**src/rtl/axi_arb_pkg.sv**
```systemverilog
// Shared types for the AXI write arbiter: channel packets, FSM states, response codes.
package axi_arb_pkg;

  localparam int ID_W   = 9;
  localparam int ADDR_W = 32;
  localparam int DATA_W = 32;
  localparam int STRB_W = DATA_W / 8;

  localparam logic [1:0] BRESP_OKAY = 2'b00;

  typedef struct packed {
    logic [ID_W-1:0]   awid;
    logic [ADDR_W-1:0] awaddr;
    logic [3:0]        awlen;
    logic [2:0]        awsize;
    logic [1:0]        awburst;
  } aw_pkt_t;

  typedef struct packed {
    logic [ID_W-1:0]   wid;
    logic [DATA_W-1:0] wdata;
    logic [STRB_W-1:0] wstrb;
    logic              wlast;
  } w_pkt_t;

  typedef struct packed {
    logic [ID_W-1:0] bid;
    logic [1:0]      bresp;
  } b_pkt_t;

  typedef enum logic [1:0] {
    IDLE,
    ADDR,
    DATA,
    RESP
  } arb_state_e;

endpackage

```
**src/rtl/axi_wr_arbiter_rr_pick.sv**
```systemverilog
// Combinational round-robin selector: first set request at or above ptr, wrapping.
module rr_pick #(
  parameter int N = 2
) (
  input  logic [N-1:0]         req,
  input  logic [$clog2(N)-1:0] ptr,
  output logic [$clog2(N)-1:0] idx,
  output logic                 found
);

  localparam int PW = $clog2(N);

  // Scan N candidates starting at ptr; the first hit wins.
  always_comb begin
    logic [PW:0]   sum;
    logic [PW-1:0] cand;
    found = 1'b0;
    idx   = '0;
    sum   = '0;
    cand  = '0;
    for (int unsigned i = 0; i < N; i++) begin
      sum = {1'b0, ptr} + (PW+1)'(i);
      if (sum >= (PW+1)'(N)) begin
        sum = sum - (PW+1)'(N);
      end
      cand = sum[PW-1:0];
      if (!found && req[cand]) begin
        found = 1'b1;
        idx   = cand;
      end
    end
  end

endmodule

```
**src/rtl/axi_wr_arbiter.sv**
```systemverilog
// Round-robin arbiter sharing one AXI3 write slave between NUM_M masters,
// one transaction in flight, with internally generated wlast.
module axi_wr_arbiter
  import axi_arb_pkg::*;
#(
  parameter int NUM_M = 2
) (
  input  logic                     clk,
  input  logic                     rst,
  input  aw_pkt_t [NUM_M-1:0]      s_aw,
  input  logic    [NUM_M-1:0]      s_awvalid,
  output logic    [NUM_M-1:0]      s_awready,
  input  w_pkt_t  [NUM_M-1:0]      s_w,
  input  logic    [NUM_M-1:0]      s_wvalid,
  output logic    [NUM_M-1:0]      s_wready,
  output b_pkt_t  [NUM_M-1:0]      s_b,
  output logic    [NUM_M-1:0]      s_bvalid,
  input  logic    [NUM_M-1:0]      s_bready,
  output aw_pkt_t                  m_aw,
  output logic                     m_awvalid,
  input  logic                     m_awready,
  output w_pkt_t                   m_w,
  output logic                     m_wvalid,
  input  logic                     m_wready,
  input  b_pkt_t                   m_b,
  input  logic                     m_bvalid,
  output logic                     m_bready,
  output logic [$clog2(NUM_M)-1:0] grant,
  output logic                     busy,
  output logic                     err_wlast
);

  localparam int GW = $clog2(NUM_M);

  arb_state_e    state;
  logic [GW-1:0] rr_ptr;
  aw_pkt_t       aw_q;
  logic [3:0]    beat_cnt;

  logic [GW-1:0] win_idx;
  logic          win_found;
  logic          last_beat;
  logic          w_hs;
  logic          b_hs;

  rr_pick #(.N(NUM_M)) u_pick (
    .req   (s_awvalid),
    .ptr   (rr_ptr),
    .idx   (win_idx),
    .found (win_found)
  );

  // Handshake and last-beat decode for the owner.
  always_comb begin
    last_beat = (beat_cnt == aw_q.awlen);
    w_hs      = (state == DATA) && s_wvalid[grant] && m_wready;
    b_hs      = (state == RESP) && m_bvalid && s_bready[grant];
  end

  // Channel routing: only the owner sees ready/valid, everyone else sees zeros.
  always_comb begin
    s_awready   = '0;
    s_wready    = '0;
    s_b         = '0;
    s_bvalid    = '0;
    m_aw        = aw_q;
    m_awvalid   = 1'b0;
    m_w.wid     = s_w[grant].wid;
    m_w.wdata   = s_w[grant].wdata;
    m_w.wstrb   = s_w[grant].wstrb;
    m_w.wlast   = 1'b0;
    m_wvalid    = 1'b0;
    m_bready    = 1'b0;
    err_wlast   = 1'b0;
    busy        = (state != IDLE);
    case (state)
      IDLE: begin
        // AW ready is combinational from the requests, so it is masked
        // while reset is held to keep every handshake output low.
        if (!rst && win_found) begin
          s_awready[win_idx] = 1'b1;
        end
      end
      ADDR: m_awvalid = 1'b1;
      DATA: begin
        m_wvalid        = s_wvalid[grant];
        s_wready[grant] = m_wready;
        m_w.wlast       = last_beat;
        err_wlast       = w_hs && (s_w[grant].wlast != last_beat);
      end
      RESP: begin
        s_bvalid[grant] = m_bvalid;
        s_b[grant]      = m_b;
        m_bready        = s_bready[grant];
      end
      default: ;
    endcase
  end

  // Transaction FSM: capture AW, forward it, count W beats, wait for B.
  always_ff @(posedge clk or posedge rst) begin
    if (rst) begin
      state    <= IDLE;
      rr_ptr   <= '0;
      grant    <= '0;
      aw_q     <= '0;
      beat_cnt <= '0;
    end else begin
      case (state)
        IDLE: begin
          if (win_found) begin
            aw_q     <= s_aw[win_idx];
            grant    <= win_idx;
            beat_cnt <= '0;
            state    <= ADDR;
          end
        end
        ADDR: begin
          if (m_awready) begin
            state <= DATA;
          end
        end
        DATA: begin
          if (w_hs) begin
            beat_cnt <= beat_cnt + 4'd1;
            if (last_beat) begin
              state <= RESP;
            end
          end
        end
        RESP: begin
          if (b_hs) begin
            rr_ptr <= (grant == GW'(NUM_M - 1)) ? '0 : grant + GW'(1);
            state  <= IDLE;
          end
        end
        default: state <= IDLE;
      endcase
    end
  end

endmodule
```
**config.mk**
```make
export PLATFORM = sky130hd
export DESIGN_NAME = axi_wr_arbiter
export DESIGN_NICKNAME = d
export VERILOG_FILES = /design/src/rtl/axi_arb_pkg.sv /design/src/rtl/axi_wr_arbiter_rr_pick.sv /design/src/rtl/axi_wr_arbiter.sv
export SDC_FILE = /design/constraint.sdc
export NUM_CORES = 1
export LEC_CHECK = 0
export CAP_MARGIN = 25
export CORE_AREA = 3 3 132 134
export CTS_CLUSTER_DIAMETER = 200
export DETAILED_ROUTE_END_ITERATION = 16
export DIE_AREA = 0 0 135 137
export GPL_ROUTABILITY_DRIVEN = 0
export SLEW_MARGIN = 30
export SYNTH_ARGS = -nofsm -noshare
export SYNTH_HDL_FRONTEND = slang
export SYNTH_HIERARCHICAL = 1
export SYNTH_SLANG_ARGS = --single-unit
```
**constraint.sdc**
```tcl
create_clock -name clk -period 2.3 [get_ports clk]
set_input_delay 0.46 -clock clk [delete_from_list [all_inputs] [get_ports clk]]
set_output_delay 0.46 -clock clk [all_outputs]
set_load 0.01 [all_outputs]
```
==> results.md, run 1 <==
* Outcome: completed
* Drt via density at around 4.2
* First-pass GRT wire length at 23700 um
* Inserted Clock Buffers at 9
* Worst skew pair latency at roughly 0.32 ns
* Hpwl dp at 13300 um
* Drt pass-1 iters at 4
* Antenna Nets Post-Route at 0
* Via count at 4000
* Clock root buffer: clkbuf_16
* Mapped Cells at 367
* Sequential-to-total area share from yosys stat at 40.2%
* Part of the cycle the worst path needs at between 90% and 100%
* P_leak at 3.44 nW
* IO Count at 344
* Synthesized cell area at approximately 3600 sq um
* Reg-to-reg startpoint: state[1]$_DFFE_PP0P_
* Initial core utilization at 22.0%
* Syn_area_per_cell at about 10 sq um
* Number of port buffers at ~340
* Synth warn at 6
* Crit Path Max Fanout at 6
* Design Power at 7.81 mW
* Row count at 47
* Clock Tree Buf Depth at 2
* Worst R2R Setup Slack at 0.30 ns
* Number of global-route vias before repair at 4228
* Antenna violations before repair at 0
* Synth area leaders: dfrtp_1 (40%), mux2_2 (15%), mux2i_1 (14%)
* Crit path capture type: primary output
* Critical path type: flip-flop to primary output
* Final wirelength at 16000 um
* CTS sink count at 58
* Clk_skew at 0.00699 ns
* Number of inserted diodes at 0
* Worst-Margin Slew at 0.771 ns
* Synthesis-stage register bit count at 58
* Die width at ~140 um
* DP Area at 7360 sq um
* Power Dens Cells at 1010 nW/um^2
* Synth cell types at 32
* Final WS setup at roughly 0.08 ns
* Relative slew margins at between 40% and 50%
* DRC at 0
* Reg-to-reg endpoint: m_aw[15]$_DFFE_PP0P_
* P&R area growth vs syn at 113%
* H-tree Lvls at 3
* CTS tree: done
* Slew Limit Fails at 0
* Yosys top cell area share at 40.2%
* Crit path launch type: flip-flop
* Core area at 16400 sq um
* Detailed Route Iter0 Violations at a little over 100
* CTS hold repair buffers at 0
* Cells on worst reg2reg path at 7
* Hold Crit Class: flip-flop to flip-flop
* Final Core Density at 47.0%
* Final hold slack at 0.524 ns
* Max-Cap Viols at 0
* Net count after synthesis at just under 600
* Hold Violations, Final at 0
* Gr usage total at 16.7%
* Final setup viols at 0
* Worst-path clk slew at 0.05 ns
* DP Worst Slack at -0.285 ns
* Max Fclk at 450 MHz
* Worst Setup SP: state[1]$_DFFE_PP0P_
* Grt total ovfl at 0
* Finished layout cell area at 7700 sq um
* Critical Path RT at 1.84 ns
* Cell taking the most area after synthesis: dfrtp_1
* Critical Path AT at 1.76 ns
* Die Y at 137 um
* Worst VDD drop at 0.618 mV
* Largest net degree at the start of global routing at 60
* Final worst path period need at 2.22 ns
* Nets at 936
* WL/cell at 17.0 um
* Share of cells above drive strength 1 at 13.4%
* End point of the critical path: s_b[2]
* Die Area at ~18000 sq um
cells by family after synthesis:
family	share of synthesized area (%)
and+or+nand+nor	13.8
muxes	29.4
AOI/OAI and AO/OA	9.43
DFF	40.2
buffers and inverters	4.20
xor gates and xnor gates	1.21
adders and majority gates	1.73
cell usage after synthesis:
| library cell | count |
|---|---|
| o32a_1 | 1 |
| ha_1 | 5 |
| clkbuf_1 | 10 |
| buf_1 | 1 |
| dfrtp_1 | 58 |
| buf_4 | 1 |
| inv_1 | 6 |
| o21ai_0 | 4 |
| o311ai_1 | 1 |
| nand2b_1 | 3 |
| mux2_2 | 47 |
| a21o_1 | 1 |
| nor2b_1 | 3 |
| or2_1 | 1 |
| mux2_1 | 1 |
| nor3_1 | 1 |
| a21boi_1 | 1 |
| nand3_1 | 2 |
| a31oi_1 | 1 |
| nor2_1 | 53 |
| o31ai_1 | 1 |
| nand2_1 | 8 |
| o21ai_2 | 1 |
| nor3b_1 | 1 |
| a21oi_1 | 51 |
| and2_1 | 15 |
| nor4_4 | 1 |
| buf_2 | 16 |
| and3_1 | 14 |
| a21oi_2 | 1 |
| mux2i_1 | 52 |
| xor2_1 | 5 |
power breakdown:
group	internal, mW	total, mW	switching (mW)
logic	2.54	4.62	2.08
registers	1.53	1.84	0.312
clock network	0.894	1.34	0.448
flip-flops by register name, indices dropped and copies added (netlist names):
name	cells
m_aw	50
grant	1
state	2
rr_ptr	1
beat_cnt	4
metrics by stage:
stage	instances	setup TNS (ns)
floorplan	367	0
global placement	919	-4.26
detailed placement	919	-6.05
CTS	942	0
global route	942	-0.00143
finish	942	0
critical path, cell delays in order, from the launching register on:
cell,delay (ns)
dfrtp_1,0.41
ha_2,0.19
nor2b_1,0.12
buf_4,0.14
buf_4,0.14
and2_1,0.15
dlygate4sd2_1,0.29
metal layers:
layer  track usage (%)  share of wire [%]
met1              17.5                 36
met2              32.5                 55
met3              5.18                7.9
met4              3.81               0.97
met5                 0                  0
cells in the final DEF (no fill, tap or decap), types with 2 or more instances in the layout:
| master | instances |
|---|---|
| a21oi_1 | 51 |
| inv_1 | 5 |
| buf_6 | 5 |
| mux2_2 | 47 |
| clkbuf_16 | 9 |
| clkbuf_2 | 2 |
| nor2b_1 | 3 |
| o21ai_0 | 4 |
| nand3_1 | 2 |
| clkbuf_8 | 2 |
| xor2_1 | 5 |
| dlygate4sd2_1 | 57 |
| and2_1 | 14 |
| ha_1 | 3 |
| dlymetal6s2s_1 | 11 |
| buf_12 | 3 |
| nand2_1 | 8 |
| clkdlybuf4s50_1 | 270 |
| nor2_1 | 53 |
| nand2b_1 | 3 |
| and3_1 | 14 |
| ha_2 | 2 |
| buf_4 | 16 |
| clkdlybuf4s15_1 | 3 |
| clkinvlp_4 | 3 |
| mux2i_1 | 52 |
| dfrtp_1 | 57 |
final cells by class:
class | instances | area [sq um]
Timing Repair Buffer | 367 | 3620
Fill cell | 1524 | 8700
Clock buffer | 12 | 256
Clock inverter | 4 | 50.0
Tap cell | 220 | 275
Sequential cell | 58 | 1460
Multi-Input combinational cell | 275 | 2020
Inverter | 6 | 26.3
how the worst min path moves through the flow:
| stage | start | end | slack, ns | cells past startpoint |
|---|---|---|---|---|
| 2_1_floorplan | beat_cnt[2]$_DFFE_PP0P_ | beat_cnt[2]$_DFFE_PP0P_ | 0.49 | 1 |
| 3_3_place_gp | m_aw[25]$_DFFE_PP0P_ | m_aw[25]$_DFFE_PP0P_ | 0.51 | 2 |
| 3_5_place_dp | m_aw[40]$_DFFE_PP0P_ | m_aw[40]$_DFFE_PP0P_ | 0.52 | 2 |
| 4_1_cts | m_aw[12]$_DFFE_PP0P_ | m_aw[12]$_DFFE_PP0P_ | 0.53 | 2 |
| 5_1_grt | m_aw[40]$_DFFE_PP0P_ | m_aw[40]$_DFFE_PP0P_ | 0.55 | 2 |
| 6_report | m_aw[45]$_DFFE_PP0P_ | m_aw[45]$_DFFE_PP0P_ | 0.52 | 2 |
timing repair:
item	in CTS	in global routing
setup endpoints to repair	73	45
resized for setup	66	24
buffers inserted	7	0
endpoints found under the hold margin	0	0
pin swaps	0	1
No activity file was read; power rests on OpenSTA's default activity.
==> run 2: changes to the inputs <==
Settings changed: MAX_ROUTING_LAYER set to met4.
==> results.md, run 2 (synthesized netlist as in run 1, its figures left out) <==
* Part of the cycle the worst path needs at a little over nine tenths
* Most frequent CP cell: buf_4
* Worst skew pair latency at about 0.32 ns
* Gr usage total at 17.2%
* Crit path capture type: primary output
* Worst-Margin Slew at between 0.7 and 0.8 ns
* Antenna violations before repair at 0
* Max Fclk at 451 MHz
* Clock Tree Buf Depth at 2
* Most common cell after layout, fill and taps aside: clkdlybuf4s50_1
* Via count at 4026
* Core area at 16400 sq um
* H-tree Lvls at 3
* Number of port buffers at between 300 and 400
* Worst VDD drop at 0.601 mV
* Detailed Route Iter0 Violations at between 100 and 150
* Drt via density at 4.27
* CP max-delay cell: dfrtp_1
* # fillers at 1525
* Largest net degree at the start of global routing at 60
* Inserted Clock Buffers at 9
* First-pass GRT wire length at approximately 24000 um
* Die Y at between 100 and 150 um
* WL/cell at 17.0 um
* Commonest non-fill, non-tap cells in the layout: clkdlybuf4s50_1 (270), dfrtp_1 (57), dlygate4sd2_1 (57), nor2_1 (53), mux2i_1 (52)
* Critical Path RT at 1.84 ns
* Final setup viols at 0
* P&R area growth vs syn at 113%
* DP Area at between 7000 and 8000 sq um
* Antenna Nets Post-Route at 0
* Crit Path Max Fanout at 6
* Hold Crit Class: flip-flop to flip-flop
* Hpwl dp at approximately 13000 um
* CTS sink count at 58
* Die width at ~140 um
* Dpl cells at 919
* Initial core utilization at between 20% and 30%
* Drt pass-1 iters at 4
* Number of global-route vias before repair at 4250
* IO Count at 344
* Max-Cap Viols at 0
* Nets at 936
* Largest register FFs at 50
* Share of cells above drive strength 1 at a little over an eighth
* Final wirelength at 16000 um
* Number of inserted diodes at 0
* Worst-path clk slew at 0.05 ns
* Power Dens Cells at 1010 nW/um^2
* P_leak at between 3 and 4 nW
* Design Power at 7.81 mW
* Grt total ovfl at 0
* Setup TNS at 0 ns
* CP peak stage delay at 0.41 ns
* Final Instance Count excl. Fillers at 942
* Row count at 47
* Critical path type: flip-flop to primary output
* Die Area at 18500 sq um
* Relative slew margins at around 48%
* Hold Violations, Final at 0
* Outcome: completed
* CTS tree: done
* CP Cell Sequence: ha_2 > nor2b_1 > buf_4 > buf_4 > and2_1 > dlygate4sd2_1
* Clk_skew at 0.00654 ns
* Clock root buffer: clkbuf_16
* Critical Path AT at 1.76 ns
* Final hold slack at between 0.5 and 0.6 ns
* Final worst path period need at ~2.2 ns
* Crit path launch type: flip-flop
* Finished layout cell area at 7700 sq um
* Slew Limit Fails at 0
* DRC at 0
==> run 2: cell counts in the layout (fill, tap and decap cells not counted) <==
Identical to the previous run, type by type.
==> run 2: power breakdown <==
group / switching, mW / leakage, nW / internal, mW / total (mW)
registers: 0.314 / 0.650 / 1.53 / 1.84
logic: 2.09 / 2.65 / 2.54 / 4.63
clock network: 0.447 / 0.145 / 0.894 / 1.34
==> run 2: final cells by class <==
class,instances,area [sq um],share of cell area [%]
Multi-Input combinational cell,275,2020,26.3
Tap cell,220,275,3.57
Timing Repair Buffer,367,3620,46.9
Inverter,6,26.3,0.341
Clock inverter,4,50.0,0.650
Clock buffer,12,256,3.33
Sequential cell,58,1460,18.9
==> run 2: worst paths after layout <==
path	startpoint	endpoint	slack, ns	cells past startpoint
max in group asynchronous	rst	grant$_DFFE_PP0P_	0.91	3
min in group asynchronous	rst	m_aw[45]$_DFFE_PP0P_	0.76	3
worst min-delay path	m_aw[45]$_DFFE_PP0P_	m_aw[45]$_DFFE_PP0P_	0.52	2
worst max-delay path	state[1]$_DFFE_PP0P_	s_b[2]	0.08	6
worst max register to register	state[1]$_DFFE_PP0P_	m_aw[15]$_DFFE_PP0P_	0.26	7
worst min register to register	m_aw[45]$_DFFE_PP0P_	m_aw[45]$_DFFE_PP0P_	0.52	2
==> run 2: timing repair <==
| action | in CTS | in global routing |
|---|---|---|
| gates resized for setup | 66 | 24 |
| buffers inserted | 7 | 0 |
| pin swaps | 0 | 1 |
| hold buffers | 0 | 0 |
| setup endpoints to repair | 73 | 45 |
==> run 2: metrics by stage <==
step | utilization (%) | setup WS, ns
2_1_floorplan | - | 0.103
3_3_place_gp | 44.9 | -0.196
3_5_place_dp | 44.9 | -0.285
4_1_cts | 46.7 | 0.000973
5_1_grt | 47.0 | -0.00143
6_report | 47.0 | 0.0820
==> run 2: routing by layer <==
| layer | GRT usage, % | routed length [um] |
|---|---|---|
| met5 | - | 0 |
| met4 | 3.81 | 155 |
| met3 | 4.49 | 1190 |
| met2 | 32.4 | 8770 |
| met1 | 17.9 | 5910 |
==> run 2: critical path: cells and delay by family, from the launching register on <==
kind | cells | cell delay (ns)
buffers and inverters | 3 | 0.57
adders and majority gates | 1 | 0.19
and+or+nand+nor | 2 | 0.27
DFF | 1 | 0.41
==> RTL change (config.mk and constraints of run 1) <==
Encoding of `arb_state_e`: now one-hot (4 bits for 4 states).
--- a/src/rtl/axi_arb_pkg.sv
+++ b/src/rtl/axi_arb_pkg.sv
@@ -28,11 +28,11 @@
     logic [1:0]      bresp;
   } b_pkt_t;
 
-  typedef enum logic [1:0] {
-    IDLE,
-    ADDR,
-    DATA,
-    RESP
+  typedef enum logic [3:0] {
+    IDLE = 4'b0001,
+    ADDR = 4'b0010,
+    DATA = 4'b0100,
+    RESP = 4'b1000
   } arb_state_e;
 
 endpackage
Function: no difference found for any inputs over 4 cycles, from zero or initial values and one cycle with rst high; so few cycles prove little.
==> RTL change against run 1 <==
- the run now ends with negative setup slack left
- register-to-register slack better by 0.13 ns
- via count is 4.3% higher
- clock skew hardly changed
- sequential power is 2% lower
- synthesized area is 0.45% higher
- setup slack worse by 0.11 ns
- sequential cell count is 2 higher
- sequential share of layout area is 0.22 points lower
- total power is 6.1% lower
- final area is 4.5% higher
- wire length is 6.4% higher
- global-route usage is 0.75 points higher
==> RTL change: results (changes against run 1) <==
| Metric | Value |
|---|---|
| Status | finished with violations |
| Failing checks | negative setup slack |
| Leak Pwr | 3.63 nW (+5.6%) |
| Total placed instance area | 0.00745 mm^2 (+1.2%) |
| Reg2reg start | state[0] |
| Vias in the first global route | 4424 (+4.6%) |
| Area contributors post-synth | dfrtp_1, mux2i_1, mux2_2 |
| Synth Instances | 368 (+0.27%) |
| Dpl cells | 929 (+1.1%) |
| Max FO, Critical Path | 5 (-1) |
| Seq/Total Area, Yosys | 0.415 (+0.0123) |
| Dpl ws | -0.253 ns (+0.0314 ns) |
| Worst-margin pin slew | 0.795 ns (+0.0245 ns) |
| Unique masters post-synth | 33 (+3.1%) |
| Drt via density | 4.35 (+2.6%) |
| DP HPWL | 13700 um (+3.1%) |
| Worst IR Drop VDD | 0.000401 V (-35%) |
| Share of layout cells above drive strength 1 | 0.215 (+0.0811) |
| Drt wl/cell | 17.8 um (+4.7%) |
| Via count | 4172 (+4.3%) |
| Worst clock skew | 0.00667 ns (-0.000319 ns) |
| CP arrival | 1.87 ns (+0.11 ns) |
| Port Buf Inserts | 343 (unchanged) |
| Final setup margin | -0.0255 ns (-0.106 ns) |
| CP peak stage delay | 0.59 ns (+0.18 ns) |
| GRT Total Usage | 0.174 (+0.00752) |
| Critical Path Source | state[2] |
| CP top delay family | simple AND/OR/NAND/NOR gates |
| # setup viols final | 4 (+4) |
| Slowest CP cell | or4b_4 |
| Post-Syn Nets | 583 (-0.51%) |
| Final net count | 949 (+1.4%) |
| Global-route wire length before repair | 24600 um (+3.7%) |
| Initial antenna violation count | 1 (+1) |
| Hold path start | m_aw[31] |
RTL change: per-stage QoR:
| stage | util | total power, mW | hold slack, ns |
|---|---|---|---|
| 5_1_grt | 0.491 | 7.81 | 0.509 |
| 3_3_place_gp | 0.454 | 5.64 | 0.467 |
| 2_1_floorplan | - | 3.47 | 0.491 |
| 3_5_place_dp | 0.454 | 5.71 | 0.475 |
| 4_1_cts | 0.475 | 7.37 | 0.486 |
| 6_report | 0.491 | 7.33 | 0.481 |
RTL change: worst reg2reg max path: stages (launching register included):
cell and delay, ns:
dfstp_2 0.54, buf_6 0.12, nor4b_4 0.19, buf_4 0.15, buf_4 0.11, nand2_4 0.05, buf_6 0.29, nand2_1 0.19
o21ai_1 0.08
RTL change: area by class of cell:
class	instances	area (um^2)
fillers	1520	8350
repair buffers	380	3820
multi-input cells	277	2090
flip-flops and latches	60	1500
well taps	220	275
clock buffers	10	239
clock inverters	5	100
inverters	6	26.3
RTL change: cells by family (layout without fill, tap and decap cells):
group,count (synthesis),in the layout,synth area share
compound gates,64,64,0.0915
xor+xnor,6,6,0.0145
fa+ha+maj,1,1,0.00345
buf+inv,31,401,0.0362
flops,60,60,0.415
mux,99,99,0.289
simple gates,107,107,0.151
RTL change: path summary, 6_finish.rpt:
check	end	slack, ns
setup reg to reg	m_aw[39]	0.43
min in group asynchronous	state[1]	0.85
hold reg to reg	m_aw[31]	0.48
setup / recovery	s_b[17]	-0.03
hold / removal	m_aw[31]	0.48
max in group asynchronous	grant	0.91
RTL change: routing by layer:
layer	global-route usage	up-vias	routed length, um
li1	-	2009	-
met1	0.194	1933	6210
met2	0.312	211	8830
met3	0.0621	17	1770
met4	0.0549	2	232
met5	0	-	9
RTL change: what timing repair did:
item                       in CTS  in global routing
buffers inserted                6                  4
setup endpoints to repair      66                 39
pin swaps                       6                 12
gates resized for setup       157                 67
gates cloned                    3                  1
hold buffers                    0                  0
RTL change: report_power, final:
group	total (mW)	internal [mW]	switching [mW]	leakage, nW
logic	3.98	2.23	1.74	2.71
clock network	1.55	1.08	0.475	0.168
registers	1.80	1.53	0.269	0.749
